`src/rtl/record_note.sv`:
```
// record_note: write-side sequencer for the note memory.
// Captures strobed notes into consecutive RAM addresses while recording and
// publishes the end-of-track limits for the base and overdub tracks on stop.
// Optional feature: define REST_INSERT_EN to insert REST_CODE after
// REST_TICKS idle clocks while recording.
module record_note #(
  parameter int unsigned       NOTE_W     = 5,
  parameter logic [NOTE_W-1:0] REST_CODE  = '0,
  parameter logic [15:0]       REST_TICKS = 16'd50000
) (
  input  logic              clock,
  input  logic              reset,
  input  logic              record,
  input  logic              mix_audio,
  input  logic              note_strobe,
  input  logic [NOTE_W-1:0] note_in,
  output logic [6:0]        writeDirection,
  output logic [NOTE_W-1:0] writeData,
  output logic              writeEnable,
  output logic [5:0]        limit,
  output logic [6:0]        limit_mix,
  output logic              recording,
  output logic              full,
  output logic              done
);

  typedef enum logic [1:0] {IDLE, REC, COMMIT} state_t;

  state_t            state_q, state_d;
  logic              record_q, strobe_q;
  logic              mix_q, mix_d;
  logic              full_q, full_d;
  logic              we_q, we_d;
  logic              done_q, done_d;
  logic [7:0]        ptr_q, ptr_d;
  logic [7:0]        count_q, count_d;
  logic [6:0]        waddr_q, waddr_d;
  logic [NOTE_W-1:0] wdata_q, wdata_d;
  logic [5:0]        limit_q, limit_d;
  logic [6:0]        limit_mix_q, limit_mix_d;
  logic [6:0]        ptr_m1;
  logic              rec_edge, note_edge, rest_fire, ptr_over;

  assign rec_edge  = record & ~record_q;
  assign note_edge = note_strobe & ~strobe_q;
  // 7-bit result: an overdub that filled address 127 has ptr_q = 128.
  assign ptr_m1    = ptr_q[6:0] - 7'd1;
  assign ptr_over  = mix_q ? ptr_q[7] : (ptr_q[7:6] != 2'b00);

`ifdef REST_INSERT_EN
  logic [15:0] idle_q, idle_d;

  assign rest_fire = (state_q == REC) && !note_edge && !full_q &&
                     (idle_q == REST_TICKS - 16'd1);

  // Idle counter: counts REC cycles without a strobe edge, restarts on any write trigger.
  always_comb begin
    idle_d = idle_q + 16'd1;
    if (state_q != REC || note_edge || idle_q == REST_TICKS - 16'd1) begin
      idle_d = '0;
    end
  end

  // Idle counter register.
  always_ff @(posedge clock or posedge reset) begin
    if (reset) idle_q <= '0;
    else       idle_q <= idle_d;
  end
`else
  assign rest_fire = 1'b0;
`endif

  // Next-state and datapath decode for the IDLE/REC/COMMIT sequencer.
  always_comb begin
    state_d     = state_q;
    mix_d       = mix_q;
    ptr_d       = ptr_q;
    count_d     = count_q;
    waddr_d     = waddr_q;
    wdata_d     = wdata_q;
    limit_d     = limit_q;
    limit_mix_d = limit_mix_q;
    we_d        = 1'b0;
    done_d      = 1'b0;
    full_d      = ptr_over;
    unique case (state_q)
      IDLE: begin
        if (rec_edge) begin
          state_d = REC;
          mix_d   = mix_audio;
          ptr_d   = mix_audio ? ({2'b00, limit_q} + 8'd1) : '0;
          count_d = '0;
          full_d  = 1'b0;
        end
      end
      REC: begin
        if ((note_edge || rest_fire) && !full_q) begin
          we_d    = 1'b1;
          waddr_d = ptr_q[6:0];
          wdata_d = note_edge ? note_in : REST_CODE;
          ptr_d   = ptr_q + 8'd1;
          count_d = count_q + 8'd1;
        end
        if (!record) state_d = COMMIT;
      end
      COMMIT: begin
        state_d = IDLE;
        done_d  = 1'b1;
        if (count_q != '0) begin
          if (!mix_q) begin
            limit_d     = ptr_m1[5:0];
            limit_mix_d = {1'b0, ptr_m1[5:0]};
          end else begin
            limit_mix_d = ptr_m1;
          end
        end
      end
      default: state_d = IDLE;
    endcase
  end

  // State and datapath registers.
  always_ff @(posedge clock or posedge reset) begin
    if (reset) begin
      state_q     <= IDLE;
      // Held high through reset so a record button still pressed does not
      // look like a fresh press once reset releases.
      record_q    <= 1'b1;
      strobe_q    <= 1'b0;
      mix_q       <= 1'b0;
      full_q      <= 1'b0;
      we_q        <= 1'b0;
      done_q      <= 1'b0;
      ptr_q       <= '0;
      count_q     <= '0;
      waddr_q     <= '0;
      wdata_q     <= '0;
      limit_q     <= '0;
      limit_mix_q <= '0;
    end else begin
      state_q     <= state_d;
      record_q    <= record;
      strobe_q    <= note_strobe;
      mix_q       <= mix_d;
      full_q      <= full_d;
      we_q        <= we_d;
      done_q      <= done_d;
      ptr_q       <= ptr_d;
      count_q     <= count_d;
      waddr_q     <= waddr_d;
      wdata_q     <= wdata_d;
      limit_q     <= limit_d;
      limit_mix_q <= limit_mix_d;
    end
  end

  assign writeDirection = waddr_q;
  assign writeData      = wdata_q;
  assign writeEnable    = we_q;
  assign limit          = limit_q;
  assign limit_mix      = limit_mix_q;
  assign recording      = (state_q == REC);
  assign full           = full_q;
  assign done           = done_q;

endmodule
```
`config.mk`:
```
export PLATFORM = sky130hd
export DESIGN_NAME = record_note
export DESIGN_NICKNAME = d
export VERILOG_FILES = /design/src/rtl/record_note.sv
export SDC_FILE = /design/constraint.sdc
export NUM_CORES = 1
export LEC_CHECK = 0
export BUFFER_PORTS_ARGS = -buffer_cell sky130_fd_sc_hd__buf_2
export CORE_ASPECT_RATIO = 0.8
export CORE_MARGIN = 2
export CORE_UTILIZATION = 55
export CTS_BUF_LIST = sky130_fd_sc_hd__clkbuf_4 sky130_fd_sc_hd__clkbuf_8
export CTS_CLUSTER_DIAMETER = 200
export DETAILED_ROUTE_END_ITERATION = 7
export GPL_TIMING_DRIVEN = 0
export PLACE_DENSITY = 0.87
export SLEW_MARGIN = 0
export SYNTH_ARGS = -nofsm -noshare
export SYNTH_HDL_FRONTEND = slang
export SYNTH_SLANG_ARGS = --single-unit
```
`constraint.sdc`:
```
create_clock -name clock -period 2.6 [get_ports clock]
set_input_delay 0.52 -clock clock [delete_from_list [all_inputs] [get_ports clock]]
set_output_delay 0.52 -clock clock [all_outputs]
set_load 0.005 [all_outputs]
```
==> flow_summary_export.csv, run 1 <==
group,metric,value,unit
die,io_pins,39,
clock_tree,numCtsBuffers,5,
worst_setup_path,worst_path_largest_cell_delay,0.48,ns
global_routing,overflow,0,
routing,routed_wl,4933,microns
placed_design,io_buffers,37,
timing,rsz0062_at_grt,"false",
worst_setup_path,critical_path_class,"reg -> reg",
timing,fmax,538.3,MHz
synthesis,ys_ff_latch,49,
routing,vias,1877,
synthesis,synth.most_common_cell,"dfrtp_1",
die,die_area,4865,sq um
clock_tree,post-cts-setup-buffers,0,
clock_tree,ctsHoldBuffers,0,
die,start_util,56.87,%
placed_design,dp.cells,341,
finish,diodes,0,
worst_setup_path,timing.critical_path.buf_inv,2,
clock_tree,clockRootBuffer,"clkbuf_8",
synthesis,synth-seq-area-share,51.66,%
synthesis,synth_xor_area_share,5.529,%
synthesis,muxShareOfSynthArea,0.4213,%
clock_tree,clockBufferDepth,2,
routing,remaining_drc_errors,0,
worst_setup_path,endpoint_kind,"register",
worst_setup_path,cp.required,2.84,ns
timing,fin_ws,0.7423,ns
synthesis,yosysTopAreaCell,"dfrtp_1",
finish,register_area,1227,sq um
placed_design,place_ws,0.7748,ns
power_and_ir_drop,vdd_ir_drop_max,0.6211,mV
timing,hold_viol,0,
synthesis,syn-cell-area,2376,sq um
die,die_h,62.79,microns
global_routing,antenna_found_initial,0,
timing,max_slew_margin,58.22,%
synthesis,netlist_instances,246,
worst_hold_path,hold_class,"in -> async",
timing,period_share,71.45,%
synthesis,syn_nets,261,
power_and_ir_drop,p_leak,1.291,nW
global_routing,grt_max_degree,28,
routing,wire_per_inst,14.13,microns
worst_setup_path,critPathTopFamily,"compound AO/OA/AOI/OAI gates",
finish,multi_input_area,1002,sq um
timing,fin_crit,1.858,ns
global_routing,grt_pass1_wl,8590,microns
synthesis,synth_top_family_by_area,"simple AND/OR/NAND/NOR gates",
clock_tree,clkTransAtPathRegs,0.09,ns
clock_tree,h-tree-depth,2,
worst_setup_path,path_cells,"inv_1, ha_1, nor4b_1, a211oi_1, buf_2, nor2_1, a21oi_1",
timing,finalMaxSlewViolations,0,
synthesis,synthAdderAreaFrac,2.633,%
synthesis,synth-edff-count,0,
global_routing,track_usage,22.76,%
die,core-area,4178,sq um
clock_tree,cts_resized,0,
worst_setup_path,cp-start-kind,"register",
clock_tree,worst_skew_pair.late_latency,0.31,ns
job,maxCapViolCount,0,
clock_tree,cts_num_sinks,49,
synthesis,synth_common_cells,"48 x dfrtp_1, 46 x nand2_1, 25 x nor2_1",
die,dieWidth,77.49,microns
timing,fin_skew,0.007171,ns
synthesis,synth.top_cell.area_share,50.55,%
outcome,outcome,"finished, final reports clean",
clock_tree,cts_tree,"built",
placed_design,hpwl,3646,microns
worst_setup_path,crit_cells,7,
finish,area_delta_synth_final,15.69,%
routing,drt-initial-drc-count,128,
synthesis,synth-async-reset-ratio,100.0,%
finish,fill_cells,334,
routing,drt-vias-per-instance,5.378,
finish,layout-drive-gt1-share,23.63,%
finish,nNetsFinal,306,
placed_design,place_congestion,0.8430,
power_and_ir_drop,pwr_density_cell,914.9,nW/um^2
finish,fin_cells,349,
synthesis,ys.flop_type,"dfrtp_1",
die,rows,21,
timing,worst_pin_slew,0.6180,ns
global_routing,grt_pass1_vias,1818,
synthesis,yosysUniqueCellTypes,42,
synthesis,synth_simple_gate_area_share,21.64,%
timing,finalSetupViolations,0,
routing,first_pass_iters,4,
worst_setup_path,cpMaxStageDelayCell,"a211oi_1",
routing,drtAntennaViolNets,0,
worst_setup_path,reg2reg_depth,7,
timing,tns,0,ns
worst_setup_path,critical_path_arrival,2.10,ns
synthesis,avgSynthCellArea,9.659,sq um
synthesis,synth_area_leaders,"dfrtp_1 51%, nand2_1 7.3%, xnor2_1 4.1%",
synthesis,yosys_warnings,0,
synthesis,synth_compound_area_share,11.95,%
worst_setup_path,crit_fanout,10,
[area by class of cell]
type	instances	area share, %
plain buffers	15	3.914
clock buffers	6	3.004
clock inverters	2	0.5007
inverters	9	1.411
multi-input cells	173	36.46
flip-flops and latches	49	44.65
well taps	57	2.594
repair buffers	38	7.465
[metrics by stage]
step                total power [mW]  hold WS [ns]  area [sq um]  util [%]
floorplan                      1.709        0.4668          2376         -
global placement               2.011        0.4524          2633     63.01
detailed placement             2.060        0.4605          2653     63.49
CTS                            2.529        0.2518          2749     65.80
global route                   2.719        0.2544          2749     65.80
finish                         2.515        0.2245          2749     65.80
[sequential cells by signal (all words and copies together) (netlist names), 2 cells and up]
register        flops
writeData           5
count_q             8
ptr_q               8
writeDirection      7
limit               6
limit_mix           7
state_q             2
[final timing paths]
| path | startpoint | endpoint | slack, ns |
|---|---|---|---|
| worst min register to register | writeData[2]$_DFFE_PP0P_ | writeData[2]$_DFFE_PP0P_ | 0.47 |
| worst min-delay path | reset | count_q[4]$_DFFE_PP0P_ | 0.22 |
| max in group asynchronous | reset | limit_mix[2]$_DFFE_PP0P_ | 1.88 |
| min in group clock | note_strobe | strobe_q$_DFF_PP0_ | 0.34 |
| worst max-delay path | count_q[0]$_DFFE_PP0P_ | limit[0]$_DFFE_PP0P_ | 0.74 |
| worst max register to register | count_q[0]$_DFFE_PP0P_ | limit[0]$_DFFE_PP0P_ | 0.74 |
[cell usage in the layout (no fill, tap or decap), drive strengths merged, types with 2 or more instances in the layout]
master   n
nor2    25
dfrtp   48
o21ai   10
nor4     4
nor2b    2
ha       5
xnor2   11
nor3b    3
a21oi   20
clkinv   2
nor4b    2
o21a     3
nor3     6
nand3   13
nand2   46
o31ai    3
nand4    2
buf     50
inv      9
xor2     4
clkbuf   9
nand2b   3
[where the power goes]
group	internal [mW]	switching (mW)	leakage [nW]
Combinational	0.394	0.465	0.624
Clock	0.216	0.254	0.0512
Sequential	0.996	0.190	0.616
Total	1.61	0.910	1.29
[logic make-up (layout without fill, tap and decap cells)]
| kind of cell | count (synthesis) | count (layout) |
|---|---|---|
| multiplexers | 1 | 1 |
| buffers and inverters | 24 | 70 |
| XOR/XNOR | 15 | 15 |
| AND/OR/NAND/NOR | 109 | 109 |
| AO/OA/AOI/OAI | 43 | 43 |
| adder cells (fa/ha/maj) | 5 | 5 |
| flip-flops | 49 | 49 |
[per-layer routing]
metal / GRT usage [%] / share of wire [%]
met1: 32.34 / 46
met2: 35.11 / 47
met3: 6.214 / 5.5
met4: 5.357 / 1.1
met5: 0 / 0
(Power assumes the default switching activity.)
==> run 2: changes to the inputs <==
Settings changed: ABC_AREA set to 1, CORE_UTILIZATION 55 to 53, PLACE_DENSITY 0.87 to 0.88.
Clock period 2.6 ns to 1.6 ns, I/O delays scaled along.
==> flow_summary_export.csv, run 2 <==
group,metric,value,unit
timing,max_slew_margin,63.94,%
global_routing,grt_pass1_wl,9190,microns
worst_setup_path,cp-start-kind,"register",
routing,drt-vias-per-instance,5.234,
finish,top_regs,"count_q: 8 flops, ptr_q: 8 flops",
routing,remaining_drc_errors,0,
synthesis,netlist_instances,306,
worst_setup_path,rrSetupSlack,0.15,ns
worst_setup_path,cp.required,1.28,ns
placed_design,dpl_cell_area,2704,sq um
timing,rsz0062_at_grt,"true",
clock_tree,cts_num_sinks,49,
synthesis,synth_common_cells,"99 x nand2_1, 48 x dfrtp_1, 31 x inv_1",
clock_tree,clockRootBuffer,"clkbuf_8",
die,die_area,5130,sq um
placed_design,hpwl,3995,microns
timing,fin_crit,1.534,ns
finish,mostFrequentLayoutCell,"nand2_1",
synthesis,syn_nets,321,
routing,wire_per_inst,12.92,microns
worst_setup_path,path_cells,"inv_1, nand2_2, inv_4, buf_2",
finish,multi_input_area,1008,sq um
timing,hold_viol,0,
timing,fin_skew,0.01016,ns
synthesis,synth.most_common_cell,"nand2_1",
worst_setup_path,critical_path_arrival,1.21,ns
global_routing,track_usage,23.23,%
finish,fin_cells,410,
timing,finalSetupViolations,0,
finish,layout-drive-gt1-share,19.26,%
clock_tree,numCtsBuffers,5,
synthesis,synth-edff-count,0,
timing,worst_pin_slew,0.5388,ns
clock_tree,worst_skew_pair.late_latency,0.31,ns
synthesis,yosysUniqueCellTypes,26,
routing,drt-initial-drc-count,178,
worst_setup_path,worstReg2RegStart,"count_q[0]$_DFFE_PP0P_",
die,core-area,4283,sq um
synthesis,yosysTopAreaCell,"dfrtp_1",
finish,diodes,0,
placed_design,place_ws,0.1096,ns
power_and_ir_drop,pwr_density_cell,1446,nW/um^2
finish,area_delta_synth_final,16.22,%
timing,hold-worst-slack,0.1389,ns
die,io_pins,39,
power_and_ir_drop,p_total,4.071,mW
routing,drtAntennaViolNets,0,
global_routing,overflow,0,
routing,vias,2146,
worst_setup_path,worst_path_largest_cell_delay,0.37,ns
placed_design,place_congestion,0.8451,
power_and_ir_drop,p_leak,1.505,nW
global_routing,grt_pass1_vias,1954,
worst_setup_path,endpoint_kind,"output port",
worst_hold_path,whs_path_depth,1,
worst_hold_path,whs_endpoint,"record_q$_DFF_PP1_",
global_routing,grt.met3_usage,4.178,%
synthesis,syn-cell-area,2422,sq um
worst_setup_path,critical_path_class,"reg -> out",
power_and_ir_drop,vdd_ir_drop_max,0.7187,mV
synthesis,ys_ff_latch,49,
timing,finalMaxSlewViolations,0,
finish,register_area,1227,sq um
timing,tns,0,ns
worst_setup_path,crit_cells,4,
finish,nNetsFinal,367,
placed_design,dp.cells,402,
worst_setup_path,cpMaxStageDelayCell,"dfrtp_1",
clock_tree,cts_tree,"built",
placed_design,io_buffers,38,
worst_setup_path,critPathTopFamily,"buffers and inverters",
die,rows,21,
finish,fill_cells,371,
worst_setup_path,r2r_end,"limit[1]$_DFFE_PP0P_",
global_routing,antenna_found_initial,0,
synthesis,synth-async-reset-ratio,100.0,%
outcome,outcome,"finished, final reports clean",
timing,period_share,95.87,%
die,start_util,56.56,%
synthesis,synth.top_cell.area_share,49.59,%
die,dieWidth,79.59,microns
clock_tree,clkTransAtPathRegs,0.09,ns
synthesis,avgSynthCellArea,7.916,sq um
worst_setup_path,timing.critical_path.buf_inv,3,
synthesis,yosys_warnings,0,
clock_tree,clockBufferDepth,2,
worst_hold_path,holdCritStartpoint,"record",
worst_hold_path,hold_class,"in -> reg",
finish,final_area,2815,sq um
global_routing,gr-max-usage-layer,"met2",
finish,final_util,65.73,%
synthesis,synth_area_leaders,"dfrtp_1 50%, nand2_1 15%, o21ai_0 5.6%",
routing,first_pass_iters,4,
die,die_h,64.47,microns
routing,routed_wl,5296,microns
clock_tree,h-tree-depth,2,
synthesis,ys.flop_type,"dfrtp_1",
timing,fmax,651.9,MHz
synthesis,synth-seq-area-share,50.67,%
global_routing,grt_max_degree,32,
job,maxCapViolCount,0,
global_routing,grt_util_met1,33.49,%
worst_setup_path,crit_fanout,12,
global_routing,gr-usage-met2,36.24,%
finish,final_cell_mix,"98 x nand2_1, 48 x dfrtp_1, 41 x buf_2",
timing,fin_ws,0.06609,ns
worst_setup_path,reg2reg_depth,7,
run 2: changes by cell type in the layout (fill, tap and decap cells not counted), moves of 4 or more:
cell and change:
a21oi_1 -15, inv_1 +22, nand2_1 +52, nand3_1 +10
nand4_1 +6, nor3_1 -5, o21ai_0 +19, o21bai_1 +4
xnor2_1 -10
run 2: how the worst max path moves through the flow:
stage | startpoint | to
global placement | reset | full$_DFF_PP0_
finish | state_q[1]$_DFFE_PP0P_ | recording
floorplan | reset | count_q[0]$_DFFE_PP0P_
global route | count_q[0]$_DFFE_PP0P_ | limit[1]$_DFFE_PP0P_
CTS | state_q[1]$_DFFE_PP0P_ | recording
detailed placement | ptr_q[0]$_DFFE_PP0P_ | limit_mix[4]$_DFFE_PP0P_
run 2: per-layer routing:
metal | part of all wire, % | vias to the layer above
li1 | - | 1071
met4 | 0.91 | 0
met3 | 7.5 | 5
met2 | 46 | 71
met5 | 0 | -
met1 | 46 | 999
run 2: kinds of logic (layout without fill, tap and decap cells):
| family | after synthesis | in the layout | synth area share (%) |
|---|---|---|---|
| and+or+nand+nor | 163 | 163 | 28.00 |
| DFF | 49 | 49 | 50.67 |
| buffers and inverters | 43 | 90 | 7.903 |
| AOI/OAI and AO/OA | 42 | 42 | 9.401 |
| adders and majority gates | 5 | 5 | 2.583 |
| xor gates and xnor gates | 4 | 4 | 1.447 |
run 2: power breakdown:
group          internal [mW]  switching [mW]
registers               1.60           0.286
clock network          0.316           0.439
logic                  0.621           0.813
total                   2.53            1.54
run 2: what timing repair did:
action                                  CTS  global route
endpoints found under the setup margin    1             3
setup buffers                             0             0
resized for setup                         1             5
hold buffers                              1             0
endpoints found under the hold margin     9             0
run 2: cell type report:
cell class | instances | share of cell area, %
Tap cell | 57 | 2.533
Inverter | 33 | 4.489
Timing Repair Buffer | 40 | 7.822
Clock buffer | 5 | 2.444
Multi-Input combinational cell | 214 | 35.82
Buffer | 9 | 2.400
Sequential cell | 49 | 43.60
Clock inverter | 3 | 0.8889
run 2: worst reg2reg max path, stage by stage, from the launching register on:
cell and delay (ns):
dfrtp_1 0.41, inv_1 0.12, ha_1 0.17, nand4_1 0.17, nand3_1 0.16, clkbuf_4 0.21
nand2_1 0.06, o21ai_0 0.08
